==> src/rtl/hazard_scoreboard.sv <==
// hazard_scoreboard: per-register countdown scoreboard that stalls the ID instruction
// until its GPR / HI-LO operands are forwardable; drives PC write, IF/ID stall, ID/EX bubble.
module hazard_scoreboard #(
    parameter int NREG        = 32,
    parameter int AW          = 5,
    parameter int LOAD_LAT    = 1,
    parameter int EARLY_EXTRA = 1,
    parameter int MDU_LAT     = 4,
    parameter int CW          = 4,
    parameter int SCW         = 16
) (
    input  logic           clk,
    input  logic           rst_n,
    input  logic           id_valid,
    input  logic [AW-1:0]  id_rs,
    input  logic [AW-1:0]  id_rt,
    input  logic           id_rs_used,
    input  logic           id_rt_used,
    input  logic           id_early,
    input  logic           id_wr_en,
    input  logic [AW-1:0]  id_wr_addr,
    input  logic           id_is_load,
    input  logic           id_mdu_start,
    input  logic           id_hilo_rd,
    input  logic           ex_flush,
    input  logic           stall_clr,
    output logic           pc_we,
    output logic           ifid_stall,
    output logic           idex_flush,
    output logic [1:0]     stall_cause,
    output logic [SCW-1:0] stall_cnt
);
    logic [CW-1:0]  cnt_n_q [NREG];
    logic [CW-1:0]  cnt_n_d [NREG];
    logic [CW-1:0]  cnt_e_q [NREG];
    logic [CW-1:0]  cnt_e_d [NREG];
    logic [CW-1:0]  mdu_busy_q, mdu_busy_d;
    logic [SCW-1:0] stall_cnt_q, stall_cnt_d;
    logic [CW-1:0]  c_rs, c_rt;
    logic           gpr_haz, mdu_haz, stall, issue, gpr_ld;

    always_comb begin
        c_rs    = id_early ? cnt_e_q[id_rs] : cnt_n_q[id_rs];
        c_rt    = id_early ? cnt_e_q[id_rt] : cnt_n_q[id_rt];
        gpr_haz = id_valid & ((id_rs_used & (id_rs != '0) & (c_rs != '0)) |
                              (id_rt_used & (id_rt != '0) & (c_rt != '0)));
        mdu_haz = id_valid & (id_hilo_rd | id_mdu_start) & (mdu_busy_q != '0);
        stall   = (gpr_haz | mdu_haz) & ~ex_flush;
        issue   = id_valid & ~stall & ~ex_flush;
        gpr_ld  = issue & id_wr_en & (id_wr_addr != '0);
        // r0 is never loaded, so its counters stay at their reset value of zero
        for (int i = 0; i < NREG; i++) begin
            cnt_n_d[i] = cnt_n_q[i] - CW'(cnt_n_q[i] != '0);
            cnt_e_d[i] = cnt_e_q[i] - CW'(cnt_e_q[i] != '0);
            if (gpr_ld && id_wr_addr == AW'(i)) begin
                cnt_n_d[i] = id_is_load ? CW'(LOAD_LAT) : '0;
                cnt_e_d[i] = id_is_load ? CW'(LOAD_LAT + EARLY_EXTRA) : CW'(EARLY_EXTRA);
            end
        end
        mdu_busy_d  = (issue & id_mdu_start) ? CW'(MDU_LAT) : mdu_busy_q - CW'(mdu_busy_q != '0);
        stall_cnt_d = stall_clr ? '0 : stall_cnt_q + SCW'(stall & ~(&stall_cnt_q));
    end

    always_ff @(posedge clk or negedge rst_n) begin
        if (!rst_n) begin
            cnt_n_q     <= '{default: '0};
            cnt_e_q     <= '{default: '0};
            mdu_busy_q  <= '0;
            stall_cnt_q <= '0;
        end else begin
            cnt_n_q     <= cnt_n_d;
            cnt_e_q     <= cnt_e_d;
            mdu_busy_q  <= mdu_busy_d;
            stall_cnt_q <= stall_cnt_d;
        end
    end

    assign pc_we       = ~stall;
    assign ifid_stall  = stall;
    assign idex_flush  = stall | ex_flush;
    assign stall_cause = {mdu_haz & ~ex_flush, gpr_haz & ~ex_flush};
    assign stall_cnt   = stall_cnt_q;
endmodule
==> config.mk <==
export PLATFORM = sky130hd
export DESIGN_NAME = hazard_scoreboard
export DESIGN_NICKNAME = d
export VERILOG_FILES = /design/src/rtl/hazard_scoreboard.sv
export SDC_FILE = /design/constraint.sdc
export NUM_CORES = 1
export LEC_CHECK = 0
export ABC_AREA = 1
export CAP_MARGIN = 20
export CORE_MARGIN = 8
export CORE_UTILIZATION = 50
export CTS_CLUSTER_SIZE = 40
export DETAILED_ROUTE_END_ITERATION = 8
export HOLD_SLACK_MARGIN = 0.15
export PLACE_DENSITY_LB_ADDON = 0.12
export SYNTH_ARGS = -nofsm -noshare
export SYNTH_HDL_FRONTEND = slang
export SYNTH_SLANG_ARGS = --single-unit
==> constraint.sdc <==
create_clock -name clk -period 3.87 [get_ports clk]
set_clock_uncertainty 0.1 [all_clocks]
set_input_delay 0.774 -clock clk [delete_from_list [all_inputs] [get_ports clk]]
set_output_delay 0.774 -clock clk [all_outputs]
set_load 0.01 [all_outputs]
; Yosys cells after proc, flatten, opt, wreduce, memory -nomap -nowiden
; Index checks and enable logic that the tools add are counted.
[classes]
n_addsub = 66
n_lt_le_gt_ge = 2
eq_ne = 31
mux = 82
bitwise = 25
reduce_logical = 104
[op_table]
columns = operator, count
row1 = 4-bit two-way mux, 75
row2 = 4-bit nonzero test, 67
row3 = 4-bit by 1-bit subtractor with 4-bit output, 65
row4 = 4-bit binary-select mux with 5-bit select, 4
row5 = 5-bit == test (second input constant), 16
row6 = 5-bit by 4-bit == test with 1-bit output (second input constant), 8
row7 = 1-bit logical AND, 32
row8 = 5-bit by 3-bit == test with 1-bit output (second input constant), 4
row9 = 16-bit adder, 1
row10 = 1-bit by 16-bit AND with 16-bit output, 1
row11 = 16-bit two-way mux, 1
row12 = 1-bit inverter with 16-bit output, 1
row13 = 16-bit AND reduction, 1
row14 = 1-bit AND, 15
row15 = 5-bit nonzero test, 3
row16 = 6-bit >= comparator (second input constant), 2
row17 = 5-bit inverter with 6-bit output, 2
row18 = 5-bit by 2-bit == test with 1-bit output (second input constant), 2
row19 = 5-bit by 1-bit == test with 1-bit output (second input constant), 1
row20 = 5-bit logical NOT, 1
row21 = 1-bit OR, 4
row22 = 2-bit two-way mux, 1
row23 = 1-bit inverter, 2
row24 = 1-bit two-way mux, 1
[totals]
register_bits = 276
in_bits = 27
output_inout_bits = 21
word_cells = 376

; Logic depth before layout (Yosys ltp)
; Gate-level depths: netlist of the first run.
[depth]
ltp_word = 18
mapped_depth = 29
depth_no_buf = 27

; Least setup slack after synthesis of the first run
; OpenSTA, ideal clock, no wires.
[synth_timing]
path_kind = input-to-reg
start = input id_rt[0]
end = register stall_cnt_q[15], in the netlist stall_cnt[15]
setup_ns = 0.136
arrival_ns = 3.551
t_required_ns = 3.634
setup_slack_ns = 0.083
cell_stages = 27
path_buffers = 3
path_cell_list = clkbuf_2 buf_4 buf_2 nand2_1 o21ai_0 o211ai_1 nand2_1 nand2_1 nand3_1 nand3_1 nand3_1 nand2_1 nand2_1 nand2_1 nand2_1 nor2_1 nor2_1 a21oi_1 ha_1 nand2_1 nor2_1 nand2_1 nor4_1 nand2_1 inv_1 and3_1 nor3_1
[synth_via]
elab_chain_cells = 14
word_cells_on_any_way = 19
classes_between = add/sub: 1 / mux: 8 / bitwise: 8 / reduce/logical: 2
[synth_rtl]
columns = element, line_no
row1 = "start, declared", 16  ; input logic [AW-1:0] id_rt,
row2 = 5-bit inverter with 6-bit output (implied by the code), 44  ; c_rt = id_early ? cnt_e_q[id_rt] : cnt_n_q[id_rt];
row3 = 4-bit binary-select mux with 5-bit select, 44
row4 = 4-bit two-way mux (implied by the code) (2 in series), 44
row5 = 4-bit two-way mux, 44
row6 = 4-bit nonzero test, 46  ; (id_rt_used & (id_rt != '0) & (c_rt != '0)));
row7 = 1-bit AND (*), 46
row8 = 1-bit OR (*), 45  ; gpr_haz = id_valid & ((id_rs_used & (id_rs != '0) & (c_rs != '0)) |
row9 = 1-bit AND (*), 45
row10 = 1-bit OR (*), 48  ; stall = (gpr_haz | mdu_haz) & ~ex_flush;
row11 = 1-bit AND (*), 48
row12 = 1-bit by 16-bit AND with 16-bit output (*), 61  ; stall_cnt_d = stall_clr ? '0 : stall_cnt_q + SCW'(stall & ~(&stall_cnt_q));
row13 = 16-bit adder (*), 61
row14 = 16-bit two-way mux (*), 61
row15 = net stall_cnt_d[15], 38  ; logic [SCW-1:0] stall_cnt_q, stall_cnt_d;
row16 = "end signal, assigned", 74  ; stall_cnt_q <= stall_cnt_d;
row17 = "end, declared", 38
; The timed path passes the listed nets; every way through them passes the cells marked *. The select of a mux whose other input is x is not followed.

; Worst setup path in the final report of the first run
[layout_timing]
start = input id_rs[4]
end = output ifid_stall
[layout_via]
elab_chain_cells = 11
word_cells_on_any_way = 16
classes_between = mux: 7 / bitwise: 7 / reduce/logical: 2
[layout_rtl]
columns = element, line_no
row1 = "start, declared", 15  ; input logic [AW-1:0] id_rs,
row2 = 5-bit inverter with 6-bit output (implied by the code), 43  ; c_rs = id_early ? cnt_e_q[id_rs] : cnt_n_q[id_rs];
row3 = 4-bit binary-select mux with 5-bit select, 43
row4 = 4-bit two-way mux (implied by the code) (2 in series), 43
row5 = 4-bit two-way mux, 43
row6 = 4-bit nonzero test, 45
row7 = 1-bit AND (*), 45
row8 = 1-bit OR (*), 45
row9 = 1-bit AND (*), 45
row10 = 1-bit OR (*), 48
row11 = 1-bit AND (*), 48
row12 = "end, declared", 28  ; output logic ifid_stall,
; Every way passes the cells marked *; elsewhere a longest branch is shown, timed or not. The select of a mux whose other input is x is not followed.

==> metrics.txt, run 1 <==
Final WS setup 0.1175 ns; synth cell count leaders nand2_1 (656), inv_1 (409), dfrtp_1 (276), nor2_1 (229), nand3_1 (225); post-layout min period 3.753 ns; setup TNS 0 ns; # DRC 0; Mapped Area 17690 um2; Final Hold Fails 0; Final Cell Area 20700 um2; worst slew pin tran 0.8792 ns; largest net degree at the start of global routing 78; WP data required 3.00 ns; top-count cell post-synth nand2_1; core area 35220 um2; Critical Path Start Type input port; final setup vio count 0; die width 204.1 um; status complete, no violations; worst relative slew slack 41.03%; CP Data Arrival Time 2.88 ns; first-pass GRT wire length 80540 um; Placement Cell Area 19380 um2; CP endpoint kind output port; final net count 2711; Synth Instances 2429; crit path kind input port to output port; DR vias 15970; Cell Rows 69; clock root buffer clkbuf_16; H-tree depth 1; I/O pins 48; Top FF cell, synth dfrtp_1; post-synth top area share 39.05%; Pleak 11.27 nW; cell accounting for the most synthesized area dfrtp_1; overall routing resource usage 23.82%; total power 16.13 mW; Syn Area/Cell 7.281 um2; Starting Density 50.21%; final WL 50710 um; initial antenna violation count 0; I/O Buffers 47; routed length per instance 16.69 um; Slew Limit Fails 0; CTS Sinks 276; via/cell ratio 5.256; YS warnings 0; final core utilization 58.77%; power per cell area 779.0 nW/um2; synth top area cells dfrtp_1 (39%), nand2_1 (14%), ha_1 (9.3%); number of global-route vias before repair 15670; sequential area share after synthesis 39.05%; Die Span Y 204.1 um; TritonCTS clock tree built; layout cells sized above 1 7.919%; Detail Placement HPWL 36670 um; Area growth syn-to-layout 17.05%; Iter 0 DRT Violations 1181; highest net fanout along the worst path 4; Net Count, Synth 2588; TritonRoute pass-1 iters 5; Clock Pin Slew Worst Setup and Hold Paths 0.06 ns; post-synthesis register bit count 276; FFs w/ async S/R, synth 100.0%; maximum clock frequency 266.5 MHz; deepest clock path buffer count 3; number of synthesized flops with an enable pin 0; die area 41640 um2; pre-CTS setup slack -0.8748 ns; Synth cell types 37; max-cap violation count 0; clk_lat worst skew 0.58 ns; gr ovfl total 0; post-route ant nets 0; VDD IR-drop max 0.0004312 V; Final Wtd Congestion 0.9662; HP Class flip-flop to flip-flop; Tcrit/Tclk final 96.96%; CTS Buf Count 31
-- critical path, cell delays in order --
cell	delay [ns]
clkdlybuf4s50_1	0.60
buf_4	0.20
inv_1	0.10
nor2_1	0.12
nand3_1	0.09
nand2_1	0.10
nand3_1	0.09
nand3_2	0.13
nand2_1	0.08
nand2_2	0.09
nor2_4	0.05
nor2_4	0.14
inv_1	0.04
dlygate4sd2_1	0.28
-- kinds of logic (layout without fill, tap and decap cells) --
group	Yosys count	in the layout	synth area share, %
xor gates and xnor gates	127	127	6.289
DFF	276	276	39.05
other	0	1	0
buffers and inverters	487	634	10.92
and+or+nand+nor	1182	1182	27.73
AOI/OAI and AO/OA	225	225	6.664
adders and majority gates	132	132	9.338
-- what timing repair did --
item | in CTS | in global routing
hold buffers | 1 | 0
cloned | 0 | 4
pin swaps | 1 | 1
endpoints found under the hold margin | 63 | 0
setup endpoints to repair | 12 | 12
setup buffers | 2 | 0
resized for setup | 25 | 39
-- report_power, final --
part	switching (mW)	internal [mW]
registers	1.16	4.38
logic	4.37	3.07
clock network	1.25	1.89
-- cell type report --
type / count / area (um2)
repair buffers: 163 / 1643
diodes: 1 / 2.502
clock buffers: 40 / 859.6
inverters: 414 / 1572
clock inverters: 17 / 215.2
flip-flops and latches: 276 / 6907
fillers: 3271 / 14520
multi-input cells: 1666 / 8926
well taps: 461 / 576.8
-- sequential cells by signal, indices dropped and copies added, names as in the netlist --
name,cells
cnt_n_q,128
mdu_busy_q,4
stall_cnt,16
cnt_e_q,128
-- metal layers --
layer	GRT usage (%)	wire length [um]	vias up
li1	-	-	7852
met1	31.02	21980	7533
met2	39.04	23420	461
met3	3.043	3006	122
met4	11.29	2301	0
met5	0	0	-
-- cells in the final DEF (no fill, tap or decap), types with 36 or more instances in the layout --
cell,Yosys,final
inv_1,409,407
a21oi_1,100,100
ha_1,132,132
o21ai_0,97,92
nand3_1,225,224
xor2_1,92,92
nor2_1,229,220
buf_4,8,89
nand2_1,656,652
nand4_1,40,40
dfrtp_1,276,276
clkdlybuf4s50_1,0,36
-- metrics by stage --
stage,std cells,hold slack [ns]
2_1_floorplan,2429,0.3740
3_3_place_gp,2973,0.4039
3_5_place_dp,2973,0.4102
4_1_cts,3033,0.4235
5_1_grt,3037,0.4563
6_report,3038,0.4196
-- worst paths after layout --
kind / cells after the start / slack, ns / to / from
max in group asynchronous: 3 / 2.14 / cnt_n_q[102] / rst_n
worst max-delay path: 14 / 0.12 / ifid_stall / id_rs[4]
worst min-delay path: 1 / 0.42 / cnt_n_q[126] / cnt_n_q[126]
worst min register to register: 1 / 0.42 / cnt_n_q[126] / cnt_n_q[126]
worst max register to register: 26 / 0.46 / stall_cnt[15] / cnt_e_q[53]
min in group asynchronous: 2 / 0.66 / cnt_n_q[7] / rst_n
Power figures use the tool's default switching activity.
==> run 2, diff against run 1 <==
--- a/config.mk
+++ b/config.mk
@@ -11,8 +11,8 @@
 export CORE_UTILIZATION = 50
 export CTS_CLUSTER_SIZE = 40
 export DETAILED_ROUTE_END_ITERATION = 8
-export HOLD_SLACK_MARGIN = 0.15
 export PLACE_DENSITY_LB_ADDON = 0.12
+export SETUP_SLACK_MARGIN = 0.4
 export SYNTH_ARGS = -nofsm -noshare
 export SYNTH_HDL_FRONTEND = slang
 export SYNTH_SLANG_ARGS = --single-unit
==> run 2 against run 1 <==
  * Utilization up 1.8 points
  * Maximum frequency grew 4.6%
  * Sequential share of layout area fell by 1.0 points
  * Die area unchanged
  * Critical endpoint unchanged
  * Design area rose by 3.1%
==> metrics.txt, run 2 (same netlist as run 1, synthesis figures left out) <==
CTS Buf Count 34; maximum clock frequency 278.7 MHz; CP most frequent cell nand2_1; layout cells sized above 1 10.66%; stages on the worst setup path 19; final WL 52760 um; most common cell after layout, fill and taps aside nand2_1; worst slew pin tran 0.9924 ns; Critical Path Start Type input port; die width 204.1 um; cell family with the largest share of critical-path delay simple AND/OR/NAND/NOR gates; Post-CTS Hold Fix Bufs 0; pre-CTS setup slack -0.7753 ns; worst relative slew slack 33.43%; FF-to-FF path depth 26; die area 41640 um2; VDD IR-drop max 0.0004905 V; Slew Limit Fails 0; WP buf/inv 6; overall routing resource usage 25.72%; Final WS setup 0.2818 ns; TritonRoute pass-1 iters 8; placed cells 2986; CP endpoint kind output port; CTS Sinks 276; H-tree depth 2; Reg power frac 34.3%; Cell Rows 69; FF-to-FF setup slack 0.64 ns; number of global-route vias before repair 16250; CP Data Arrival Time 2.71 ns; # DRC 0; clk_lat worst skew 0.54 ns; I/O Buffers 47; deepest clock path buffer count 3; clock root buffer clkbuf_16; total power 16.27 mW; switch share 42.20%; Hold WS 0.2249 ns; Worst path slowest cell nor2_4; NetSw 6.867 mW; gr ovfl total 0; clock share of power 19.3%; RSZ-0062 raised after global routing true; most frequent cells in the layout nand2_1 (642), inv_1 (400), dfrtp_1 (276); power per cell area 762.4 nW/um2; post-route ant nets 0; I/O pins 48; Final Cell Area 21340 um2; max-cap violation count 0; Antenna diodes 0; core area 35220 um2; Detail Placement HPWL 37580 um; Starting Density 50.21%; Final Wtd Congestion 0.9651; Placement Cell Area 19610 um2; first-pass GRT wire length 85700 um; largest net degree at the start of global routing 114; Finished Layout Cells 3070; Final Hold Fails 0; Internal 9.406 mW; Area growth syn-to-layout 20.69%; setup TNS 0 ns; Logic pwr share 46.4%; routed length per instance 17.19 um; status complete, no violations; critical-path cell list buf_6 > clkinvlp_4 > buf_4 > buf_4 > o21ai_1 > nand3_1 > nand2_1 > nand3_1 > nand2_2 > nand2_1 > nand3_2 > nand3_2 > nand3_4 > nand2_1 > nand2_2 > nor2_4 > nor2_4 > inv_2 > buf_6; final setup vio count 0; via/cell ratio 5.344; slowest cell delay on critical path 0.18 ns; highest net fanout along the worst path 6; HP Class input port to asynchronous set/reset pin; DR vias 16410; Tcrit/Tclk final 92.72%; TritonCTS clock tree built; Die Span Y 204.1 um; final net count 2746; Clock Pin Slew Worst Setup and Hold Paths 0.06 ns; WP data required 3.00 ns; final core utilization 60.60%; Iter 0 DRT Violations 1241; Pleak 11.59 nW; crit path kind input port to output port; post-layout min period 3.588 ns; initial antenna violation count 0
[run 2: final cells by class]
type / count / area (um2)
Clock inverter: 7 / 35.03
Tap cell: 461 / 576.8
Multi-Input combinational cell: 1666 / 9077
Sequential cell: 276 / 6907
Inverter: 414 / 1575
Clock buffer: 51 / 1059
Fill cell: 3211 / 13880
Timing Repair Buffer: 195 / 2115
[run 2: power by group through the flow]
stage	Combinational, mW	Clock [mW]	Sequential, mW
after floorplan	5.75	0	5.20
after global placement	7.08	0	5.54
after detailed placement	7.36	0	5.55
after CTS	7.53	3.21	5.54
after global routing	8.90	3.32	5.76
final	7.55	3.14	5.58
[run 2: path summary, 6_finish.rpt]
check,endpoint,from
max,ifid_stall,id_rs[1]
min reg2reg,cnt_e_q[126],cnt_e_q[126]
max in group asynchronous,stall_cnt[15],rst_n
min,cnt_n_q[27],rst_n
max reg2reg,stall_cnt[8],cnt_n_q[82]
min in group clk,cnt_e_q[126],cnt_e_q[126]
[run 2: routing by layer]
| layer | up-vias | routed length (um) | GRT usage, % |
|---|---|---|---|
| met4 | 0 | 2313 | 11.21 |
| met1 | 7754 | 22740 | 33.97 |
| li1 | 7916 | - | - |
| met3 | 146 | 3767 | 3.883 |
| met5 | - | 0 | 0 |
| met2 | 589 | 23950 | 41.58 |
[run 2: worst reg2reg max path, delay by kind of cell (launching register included)]
kind	cells	cell delay, ns
AOI/OAI and AO/OA	1	0.14
adders and majority gates	1	0.19
DFF	1	0.39
and+or+nand+nor	21	1.92
buffers and inverters	3	0.42
[run 2: what timing repair did]
| action | CTS | global route |
|---|---|---|
| pin swaps | 29 | 25 |
| cloned | 9 | 0 |
| buffers inserted | 11 | 6 |
| gates resized for setup | 95 | 34 |
| endpoints found under the setup margin | 166 | 13 |
==> run 3, diff against run 2 <==
--- a/config.mk
+++ b/config.mk
@@ -7,8 +7,8 @@
 export LEC_CHECK = 0
 export ABC_AREA = 1
 export CAP_MARGIN = 20
-export CORE_MARGIN = 8
-export CORE_UTILIZATION = 50
+export CORE_MARGIN = 1
+export CORE_UTILIZATION = 45
 export CTS_CLUSTER_SIZE = 40
 export DETAILED_ROUTE_END_ITERATION = 8
 export PLACE_DENSITY_LB_ADDON = 0.12
==> run 3 against run 2 <==
  * Sequential cell count unchanged
  * Via count down 1.9%
  * First-iteration DRC count down 6.5%
  * Clock power up 6.4%
  * Die area down 3.7%
  * Hold slack worse by 0.079 ns
  * Power up 1.3%
==> metrics.txt, run 3 (same netlist as run 1, synthesis figures left out) <==
status complete, no violations; overall routing resource usage 26.87%; initial antenna violation count 0; I/O Buffers 47; CP endpoint kind output port; Area growth syn-to-layout 21.79%; Worst path slowest cell nor2_4; cell family with the largest share of critical-path delay simple AND/OR/NAND/NOR gates; Fillers 3694; I/O pins 48; pre-CTS setup slack -0.6968 ns; Final Hold Fails 0; HP Class input port to asynchronous set/reset pin; WP data required 3.00 ns; FF-to-FF path depth 28; Tcrit/Tclk final 91.83%; VDD IR-drop max 0.0003328 V; NetSw 6.930 mW; Cell Rows 72; Reg power frac 33.9%; Critical Path Start Type input port; most common cell after layout, fill and taps aside nand2_1; crit path kind input port to output port; DR vias 16100; Starting Density 45.66%; Antenna diodes 0; final net count 2748; Logic pwr share 45.8%; CP Data Arrival Time 2.68 ns; final core utilization 55.60%; reg2reg start cnt_n_q[37]; die width 200.2 um; clk_lat worst skew 0.55 ns; power per cell area 765.0 nW/um2; TritonCTS clock tree built; post-layout min period 3.554 ns; number of global-route vias before repair 15940; highest net fanout along the worst path 8; slowest cell delay on critical path 0.17 ns; WP buf/inv 7; Clock Pin Slew Worst Setup and Hold Paths 0.05 ns; Iter 0 DRT Violations 1160; stages on the worst setup path 21; CTS Buf Count 35; Internal 9.547 mW; clock root buffer clkbuf_16; setup TNS 0 ns; Final Wtd Congestion 0.9453; Hold WS 0.1457 ns; Pleak 11.61 nW; Slew Limit Fails 0; gr ovfl total 0; worst relative slew slack 36.78%; Final WS setup 0.3162 ns; die area 40100 um2; H-tree depth 2; deepest clock path buffer count 3; max-cap violation count 0; CTS Sinks 276; Die Span Y 200.2 um; maximum clock frequency 281.4 MHz; critical-path cell list buf_6 > buf_12 > buf_12 > nor2_4 > buf_6 > nand3_1 > nand2_1 > inv_1 > nand2_1 > nand3_1 > nand2_1 > nor2_1 > nand2_2 > nand3_2 > nand3_4 > nand2_2 > nand2_2 > nor2_4 > nor2_4 > inv_2 > buf_6; Worst Setup SP id_rs[0]; routed length per instance 16.73 um; first-pass GRT wire length 85480 um; TritonRoute pass-1 iters 5; final WL 52380 um; switch share 42.06%; # DRC 0; clock share of power 20.3%; core area 38740 um2; via/cell ratio 5.140; post-route ant nets 0; most frequent cells in the layout nand2_1 (640), inv_1 (402), dfrtp_1 (276); RSZ-0062 raised after global routing true; layout cells sized above 1 11.13%; Detail Placement HPWL 37950 um; total power 16.48 mW; largest net degree at the start of global routing 92; final setup vio count 0; worst slew pin tran 0.9425 ns
==> run 3: cell count changes in the layout (fill, tap and decap cells not counted), moves of 4 or more <==
cell and change:
buf_16 -4, nor2_1 -6, clkbuf_8 -4, inv_2 -4, o21ai_1 -4, clkinvlp_4 +4
==> run 3: worst paths after layout <==
kind,slack (ns),to
min,0.15,cnt_n_q[6]
max,0.32,ifid_stall
min in group clk,0.43,cnt_e_q[126]
max reg2reg,0.60,stall_cnt[8]
max in group asynchronous,2.55,cnt_e_q[104]
min reg2reg,0.43,cnt_e_q[126]
==> run 3: layer usage <==
layer  global-route usage [%]  wire length (um)  up-vias  part of all wire, %
met1                    36.66             23150     7568                   44
met4                    7.912              1414        0                  2.7
met3                    5.467              3783      107                  7.2
met2                    42.94             24030      496                   46
li1                         -                 -     7928                    -
met5                        0                 0        -                    0
==> run 3: layout make-up <==
class	instances	area (um2)	share of cell area [%]
multi-input cells	1666	9138	42.42
flip-flops and latches	276	6907	32.07
repair buffers	196	2102	9.759
inverters	414	1583	7.348
clock buffers	48	1007	4.676
well taps	518	648.1	3.009
clock inverters	14	155.1	0.7203
==> run 3: through the flow <==
stage,instances,cell area [um2]
final,3132,21540
after global routing,3132,21540
after CTS,3128,21430
after detailed placement,3044,19650
after global placement,3044,19650
after floorplan,2429,17820
==> run 3: power by group through the flow <==
stage | combinational, mW | sequential [mW] | clock [mW]
floorplan | 5.75 | 5.20 | 0
global placement | 7.15 | 5.55 | 0
detailed placement | 7.39 | 5.55 | 0
CTS | 7.55 | 5.56 | 3.43
global route | 8.93 | 5.76 | 3.53
finish | 7.55 | 5.58 | 3.34
==> run 3: what timing repair did <==
item	CTS	global route
cloned	7	0
hold buffers	0	0
endpoints found under the hold margin	0	0
endpoints found under the setup margin	124	14
resized for setup	124	22
setup buffers	15	4
pin swaps	29	14
==> run 3: worst register-to-register path: cells and delay by family (launching register included) <==
family                     cells  cell delay [ns]
and+or+nand+nor               22             1.92
adders and majority gates      1             0.18
buffers and inverters          4             0.50
DFF                            1             0.34
AOI/OAI and AO/OA              1             0.11
